--- config.mk ---
export PLATFORM = sky130hd
export DESIGN_NAME = fetch_unit
export DESIGN_NICKNAME = d
export VERILOG_FILES = /design/src/rtl/fetch_unit.sv
export SDC_FILE = /design/constraint.sdc
export NUM_CORES = 1
export LEC_CHECK = 0
export ABC_AREA = 1
export BUFFER_PORTS_ARGS = -buffer_cell sky130_fd_sc_hd__buf_2
export CORE_ASPECT_RATIO = 1.2
export CORE_MARGIN = 1.5
export CORE_UTILIZATION = 52
export CTS_BUF_LIST = sky130_fd_sc_hd__clkbuf_4
export DETAILED_ROUTE_END_ITERATION = 12
export PLACE_DENSITY = 0.85
export SETUP_SLACK_MARGIN = 0.05
export SKIP_LAST_GASP = 1
export SLEW_MARGIN = 10
export SYNTH_ARGS = -nofsm -noshare
export SYNTH_HDL_FRONTEND = slang
export SYNTH_SLANG_ARGS = --single-unit
export TNS_END_PERCENT = 5
--- constraint.sdc ---
create_clock -name clk -period 4.85 [get_ports clk]
set_clock_uncertainty 0.05 [all_clocks]
set_input_delay 0.7275 -clock clk [delete_from_list [all_inputs] [get_ports clk]]
set_output_delay 0.7275 -clock clk [all_outputs]
set_load 0.05 [all_outputs]
--- src/rtl/fetch_unit.sv ---
// Instruction fetch stage: latches PC, fetches over req/ack, hands the word to the decoder over valid/ready.
// Optional misaligned-fetch trap enabled by defining FETCH_ALIGN_CHECK_EN.
module fetch_unit #(
   parameter int unsigned PC_STEP = 4,
   parameter int unsigned CNT_W   = 16
) (
   input  logic             clk,
   input  logic             reset,
   input  logic [31:0]      pc_in,
   output logic             mem_req,
   output logic [31:0]      mem_addr,
   input  logic             mem_ack,
   input  logic [31:0]      mem_rdata,
   output logic [31:0]      instr,
   output logic             instr_valid,
   input  logic             instr_ready,
   input  logic             flush,
   output logic             write_pc_en,
   output logic [31:0]      write_pc_data,
   output logic [CNT_W-1:0] fetch_count,
   output logic             fetch_abort
);

   // Handshakes: memory transfer happens on an edge with mem_req=1 and mem_ack=1;
   // decoder transfer happens on an edge with instr_valid=1 and instr_ready=1.
`ifdef FETCH_ALIGN_CHECK_EN
   typedef enum logic [1:0] {S_IDLE, S_FETCH, S_HOLD, S_ABORT} state_t;
`else
   typedef enum logic [1:0] {S_IDLE, S_FETCH, S_HOLD} state_t;
`endif

   state_t             state_q, state_d;
   logic               mem_req_q, mem_req_d;
   logic [31:0]        mem_addr_q, mem_addr_d;
   logic [31:0]        instr_q, instr_d;
   logic               instr_valid_q, instr_valid_d;
   logic               write_pc_en_q, write_pc_en_d;
   logic [31:0]        write_pc_data_q, write_pc_data_d;
   logic [CNT_W-1:0]   fetch_count_q, fetch_count_d;
   logic               discard_q, discard_d;
`ifdef FETCH_ALIGN_CHECK_EN
   logic               fetch_abort_q, fetch_abort_d;
`endif

   always_comb begin
      state_d         = state_q;
      mem_req_d       = mem_req_q;
      mem_addr_d      = mem_addr_q;
      instr_d         = instr_q;
      instr_valid_d   = instr_valid_q;
      write_pc_en_d   = 1'b0;
      write_pc_data_d = write_pc_data_q;
      fetch_count_d   = fetch_count_q;
      discard_d       = discard_q;
`ifdef FETCH_ALIGN_CHECK_EN
      fetch_abort_d   = fetch_abort_q;
`endif
      case (state_q)
         S_IDLE: begin
            if (!flush) begin
`ifdef FETCH_ALIGN_CHECK_EN
               if (pc_in[1:0] != 2'b00) begin
                  fetch_abort_d = 1'b1;
                  state_d       = S_ABORT;
               end else begin
                  mem_addr_d = pc_in;
                  mem_req_d  = 1'b1;
                  state_d    = S_FETCH;
               end
`else
               mem_addr_d = pc_in & ~32'h3;
               mem_req_d  = 1'b1;
               state_d    = S_FETCH;
`endif
            end
         end
         S_FETCH: begin
            if (mem_ack) begin
               mem_req_d = 1'b0;
               // A flush seen now or earlier in this request kills the returning word.
               if (flush || discard_q) begin
                  discard_d = 1'b0;
                  state_d   = S_IDLE;
               end else begin
                  instr_d         = mem_rdata;
                  instr_valid_d   = 1'b1;
                  write_pc_en_d   = 1'b1;
                  write_pc_data_d = mem_addr_q + 32'(PC_STEP);
                  state_d         = S_HOLD;
               end
            end else if (flush) begin
               discard_d = 1'b1;
            end
         end
         S_HOLD: begin
            if (flush) begin
               instr_valid_d = 1'b0;
               state_d       = S_IDLE;
            end else if (instr_ready) begin
               instr_valid_d = 1'b0;
               fetch_count_d = fetch_count_q + CNT_W'(1);
               state_d       = S_IDLE;
            end
         end
`ifdef FETCH_ALIGN_CHECK_EN
         S_ABORT: begin
            if (flush) begin
               fetch_abort_d = 1'b0;
               state_d       = S_IDLE;
            end
         end
`endif
         default: state_d = S_IDLE;
      endcase
   end

   always_ff @(posedge clk or posedge reset) begin
      if (reset) begin
         state_q         <= S_IDLE;
         mem_req_q       <= 1'b0;
         mem_addr_q      <= 32'h0;
         instr_q         <= 32'h0;
         instr_valid_q   <= 1'b0;
         write_pc_en_q   <= 1'b0;
         write_pc_data_q <= 32'h0;
         fetch_count_q   <= '0;
         discard_q       <= 1'b0;
`ifdef FETCH_ALIGN_CHECK_EN
         fetch_abort_q   <= 1'b0;
`endif
      end else begin
         state_q         <= state_d;
         mem_req_q       <= mem_req_d;
         mem_addr_q      <= mem_addr_d;
         instr_q         <= instr_d;
         instr_valid_q   <= instr_valid_d;
         write_pc_en_q   <= write_pc_en_d;
         write_pc_data_q <= write_pc_data_d;
         fetch_count_q   <= fetch_count_d;
         discard_q       <= discard_d;
`ifdef FETCH_ALIGN_CHECK_EN
         fetch_abort_q   <= fetch_abort_d;
`endif
      end
   end

   assign mem_req       = mem_req_q;
   assign mem_addr      = mem_addr_q;
   assign instr         = instr_q;
   assign instr_valid   = instr_valid_q;
   assign write_pc_en   = write_pc_en_q;
   assign write_pc_data = write_pc_data_q;
   assign fetch_count   = fetch_count_q;
`ifdef FETCH_ALIGN_CHECK_EN
   assign fetch_abort   = fetch_abort_q;
`else
   assign fetch_abort   = 1'b0;
`endif

endmodule
Word level (Yosys, flattened, before mapping)
Cells that the tools add are included.

Reduce and logical (&&, ||, !) cells: 12. Muxes and demuxes: 20. Equal/unequal tests: 7. Add/subtract/negate cells: 2. Bitwise gates (word level): 2.

Operators by type and width (number): adder 32 x 3 -> 32 bit, second input constant (1); adder 16 x 1 -> 16 bit, second input constant (1); AND reduction 3 bit (5); two-way mux 1 bit (12); two-way mux 2 bit (5); inequality test 2 bit, second input constant (3); case mux 2 bit (3 select lines) (1); nonzero test 2 bit (3); case mux 1 bit (2 select lines) (2); AND reduction 4 bit (1); inequality test 3 bit, second input constant (1); == test 2 x 1 -> 1 bit, second input constant (1); == test 2 bit, second input constant (1); logical NOT 2 bit (1); inequality test 2 x 1 -> 1 bit, second input constant (1); inverter 1 bit (2); AND reduction 2 bit (1); logical OR 1 bit (1).

Input port bits: 69. Output and inout port bits: 116. Flip-flop bits (word level): 116. Logic and storage cells: 52.

Depth between registers and ports, before layout
Depth after elaboration: 4. Gate-level depth with buffers: 9. Depth with buffers taken out: 9.

Worst setup path before layout
Ideal clock, no wire load.

Path kind: reg-to-reg. Start: reg mem_addr_q[3], in the netlist mem_addr[3]. End: reg write_pc_data_q[22], in the netlist write_pc_data[22]. Arrival time: 1.660 ns. Path slack: 3.022 ns. Cell stages (with the launch flop): 9. Data required time: 4.682 ns. Setup time: 0.118 ns. Clock period less this slack: 1.828 ns. Path buffers: 0. Cell sequence: dfrtp_1 -> ha_1 -> inv_1 -> nor2_1 -> nand2_4 -> nor2_4 -> nand3_1 -> nand3_1 -> nand2_1.

Longest elaborated chain between the ends: 1.

Ends and longest elaborated chain: start: declaration (RTL line 34) `logic [31:0] mem_addr_q, mem_addr_d;`; start signal: assignment (RTL line 134) `mem_addr_q <= mem_addr_d;`; adder 32 x 3 -> 32 bit (RTL line 88) `write_pc_data_d = mem_addr_q + 32'(PC_STEP);`; end signal: assignment (RTL line 138) `write_pc_data_q <= write_pc_data_d;`; end: declaration (RTL line 38) `logic [31:0] write_pc_data_q, write_pc_data_d;`.

No other way between the ends. A chain may end at the register's enable or synchronous reset.

Worst setup path after layout
Start: reg mem_addr_q[4], in the netlist mem_addr[4]. End: out mem_addr[4].

RTL lines: end: declaration (RTL line 11) `output logic [31:0] mem_addr,`.

No word-level cell between the ends.

==> flow_summary.json <==
{
  "status": "finished clean",
  "io_buffers": 177,
  "drt_pass1_iterations": 5,
  "crit_buf_inv": 1,
  "synth_edf_count": 0,
  "tightestPinTransition_ps": 921,
  "critPathRequiredTime_ps": 4070,
  "cts_buffers": 17,
  "wl_met2_um": 6540,
  "fin_tns_setup_ps": 0,
  "top_layer": "met4",
  "timing.fmax_mhz": 473,
  "path_max_fanout": 7,
  "num_io_pins": 185,
  "first_iter_violations": 171,
  "die_y_um": 115,
  "path_delay_family": "flip-flops",
  "syn_inst": 661,
  "path_clk_slew_ps": 90,
  "wl_um": 13300,
  "rsz0062_at_grt": "no",
  "synthArstFlopShare_pct": 100,
  "fillCellCount": 883,
  "drc_errors": 0,
  "yosys.area.top_type": "dfrtp_1",
  "wl_met1_um": 5490,
  "finalSetupViolCount": 0,
  "nets": 912,
  "fin_ws_ps": 2730,
  "vias": 4911,
  "cp_slowest_cell": "dfrtp_1",
  "static-leakage-power_nw": 3.63,
  "hpwl_um": 9690,
  "synth_warnings": 0,
  "clockBufferDepth": 2,
  "layout_common_cells": "252 x nand2_1, 177 x buf_2, 114 x dfrtp_1",
  "critPathKind": "flip-flop to output pin",
  "cts_resized": 0,
  "areaGrowthSynthToFinish_pct": 21.2,
  "dieArea_sq_um": 11100,
  "critPathMaxStageDelay_ps": 510,
  "final-hold-violation-count": 0,
  "startpoint_type": "flip-flop",
  "seq_area_sq_um": 2850,
  "relSlewSlack_pct": 38.6,
  "cts_setup_buffers": 0,
  "drive_gt1_share_pct": 29.0,
  "grt-ovfl-total": 0,
  "synthDistinctLibCells": 30,
  "arrival_ps": 1340,
  "ff2ff_path_depth": 7,
  "wl_met3_um": 932,
  "peakVddDrop_v": 0.000368,
  "final_antenna_net_count": 0,
  "wl_per_cell_um": 13.6,
  "postLayoutCoreUtil_pct": 65.3,
  "floorplan.initialDensity_pct": 53.9,
  "synth.top_cell.area_share_pct": 52.6,
  "numClockSinks": 114,
  "p_per_area_nw_per_um2": 696,
  "yosysSeqAreaShare_pct": 52.6,
  "via_per_inst": 5.02,
  "synth.area.top_cells": "dfrtp_1 53%, nand2_1 18%, nor2_1 4.5%",
  "dieWidth_um": 96.2,
  "crit_cells": 1,
  "synthesis.area_sq_um": 5430,
  "htree_levels": 4,
  "clk-insertion-delay-late_ps": 500,
  "hold_path_class": "input pin to async pin",
  "core-area_sq_um": 10100,
  "final_common_cell": "nand2_1",
  "cts_tree": "built",
  "period_needed_ps": 2120,
  "syn_area_per_cell_sq_um": 8.21,
  "drv_slew": 0,
  "dp_slack_ps": 2490,
  "fin_crit_sh_pct": 43.6,
  "antennaDiodeCount": 0,
  "cts_root_buf": "clkbuf_4",
  "ys.flop_type": "dfrtp_1",
  "multi_input_area_sq_um": 2220,
  "grt_pass1_vias": 4642,
  "place_congestion": 0.855,
  "rows": 40,
  "grt_max_degree": 76,
  "maxCapViolations": 0,
  "grt_usage_pct": 25.4,
  "cts_hold_buf": 0,
  "end_kind": "output pin",
  "antenna_found_initial": 0,
  "ys_seq_elements": 114,
  "crit_chain": "buf_2",
  "grt_pass1_wl_um": 21400
}
routing by layer:
metal | global-route usage, % | vias up
li1 | - | 2410
met1 | 30.3 | 2306
met2 | 42.0 | 173
met3 | 7.21 | 22
met4 | 11.9 | 0
met5 | 0 | -
final cells by class:
| cell class | count | share of cell area (%) |
|---|---|---|
| multi-input combinational | 473 | 33.8 |
| timing repair buffer | 181 | 13.9 |
| clock inverter | 10 | 1.07 |
| clock buffer | 20 | 2.28 |
| inverter | 54 | 3.12 |
| sequential | 114 | 43.4 |
| tap | 126 | 2.40 |
registers in the layout, indices dropped and copies added (netlist names):
name	flops
discard_q	1
fetch_count	16
write_pc_en	1
write_pc_data	30
mem_addr	30
instr_valid	1
mem_req	1
instr	32
state_q	2
power breakdown:
part	switching (W)	total, W	internal (W)
clock	0.000325	0.000579	0.000254
sequential	0.000278	0.00158	0.00130
combinational	0.00190	0.00241	0.000516
total	0.00250	0.00457	0.00207
kinds of logic (layout without fill, tap and decap cells):
family                   after synthesis  in the layout  synth area share, %
AO/OA/AOI/OAI                         45             45                 4.22
XOR/XNOR                              15             15                 2.42
adder cells (fa/ha/maj)                2              2                0.461
buffers and inverters                 78            265                 6.78
flip-flops                           114            114                 52.6
multiplexers                           6              6                 1.25
other                                  1              5               0.0691
AND/OR/NAND/NOR                      400            400                 32.2
metrics by stage:
| step | instance area [sq um] | hold WS, ps | std cells | power (W) |
|---|---|---|---|---|
| 2_1_floorplan | 5440 | 454 | 665 | 0.00343 |
| 3_3_place_gp | 6350 | 398 | 948 | 0.00397 |
| 3_5_place_dp | 6350 | 403 | 948 | 0.00402 |
| 4_1_cts | 6570 | 323 | 978 | 0.00460 |
| 5_1_grt | 6570 | 328 | 978 | 0.00485 |
| 6_report | 6570 | 369 | 978 | 0.00457 |
path summary, 6_finish.rpt:
| kind | from | to | slack [ps] |
|---|---|---|---|
| setup / recovery | mem_addr[4]$_DFFE_PP0P_ | mem_addr[4] | 2730 |
| hold / removal | reset | instr[9]$_DFFE_PP0P_ | 370 |
| hold reg to reg | instr[2]$_DFFE_PP0P_ | instr[2]$_DFFE_PP0P_ | 420 |
| min in group clk | mem_rdata[14] | instr[14]$_DFFE_PP0P_ | 370 |
| max in group asynchronous | reset | write_pc_data[22]$_DFFE_PP0P_ | 3290 |
| setup reg to reg | state_q[0]$_DFFE_PP0P_ | state_q[1]$_DFFE_PP0P_ | 2960 |
synth_stat cells (7+ instances only):
cell type and number:
buf_2 9, a21oi_1 27, o21ai_0 14, nand2_1 253, nand2_2 9, nor2_4 9
dfrtp_1 114, nor2_1 65, nand3_1 44, buf_4 7, inv_1 50, xor2_1 10
No activity file was read; power rests on OpenSTA's default activity.
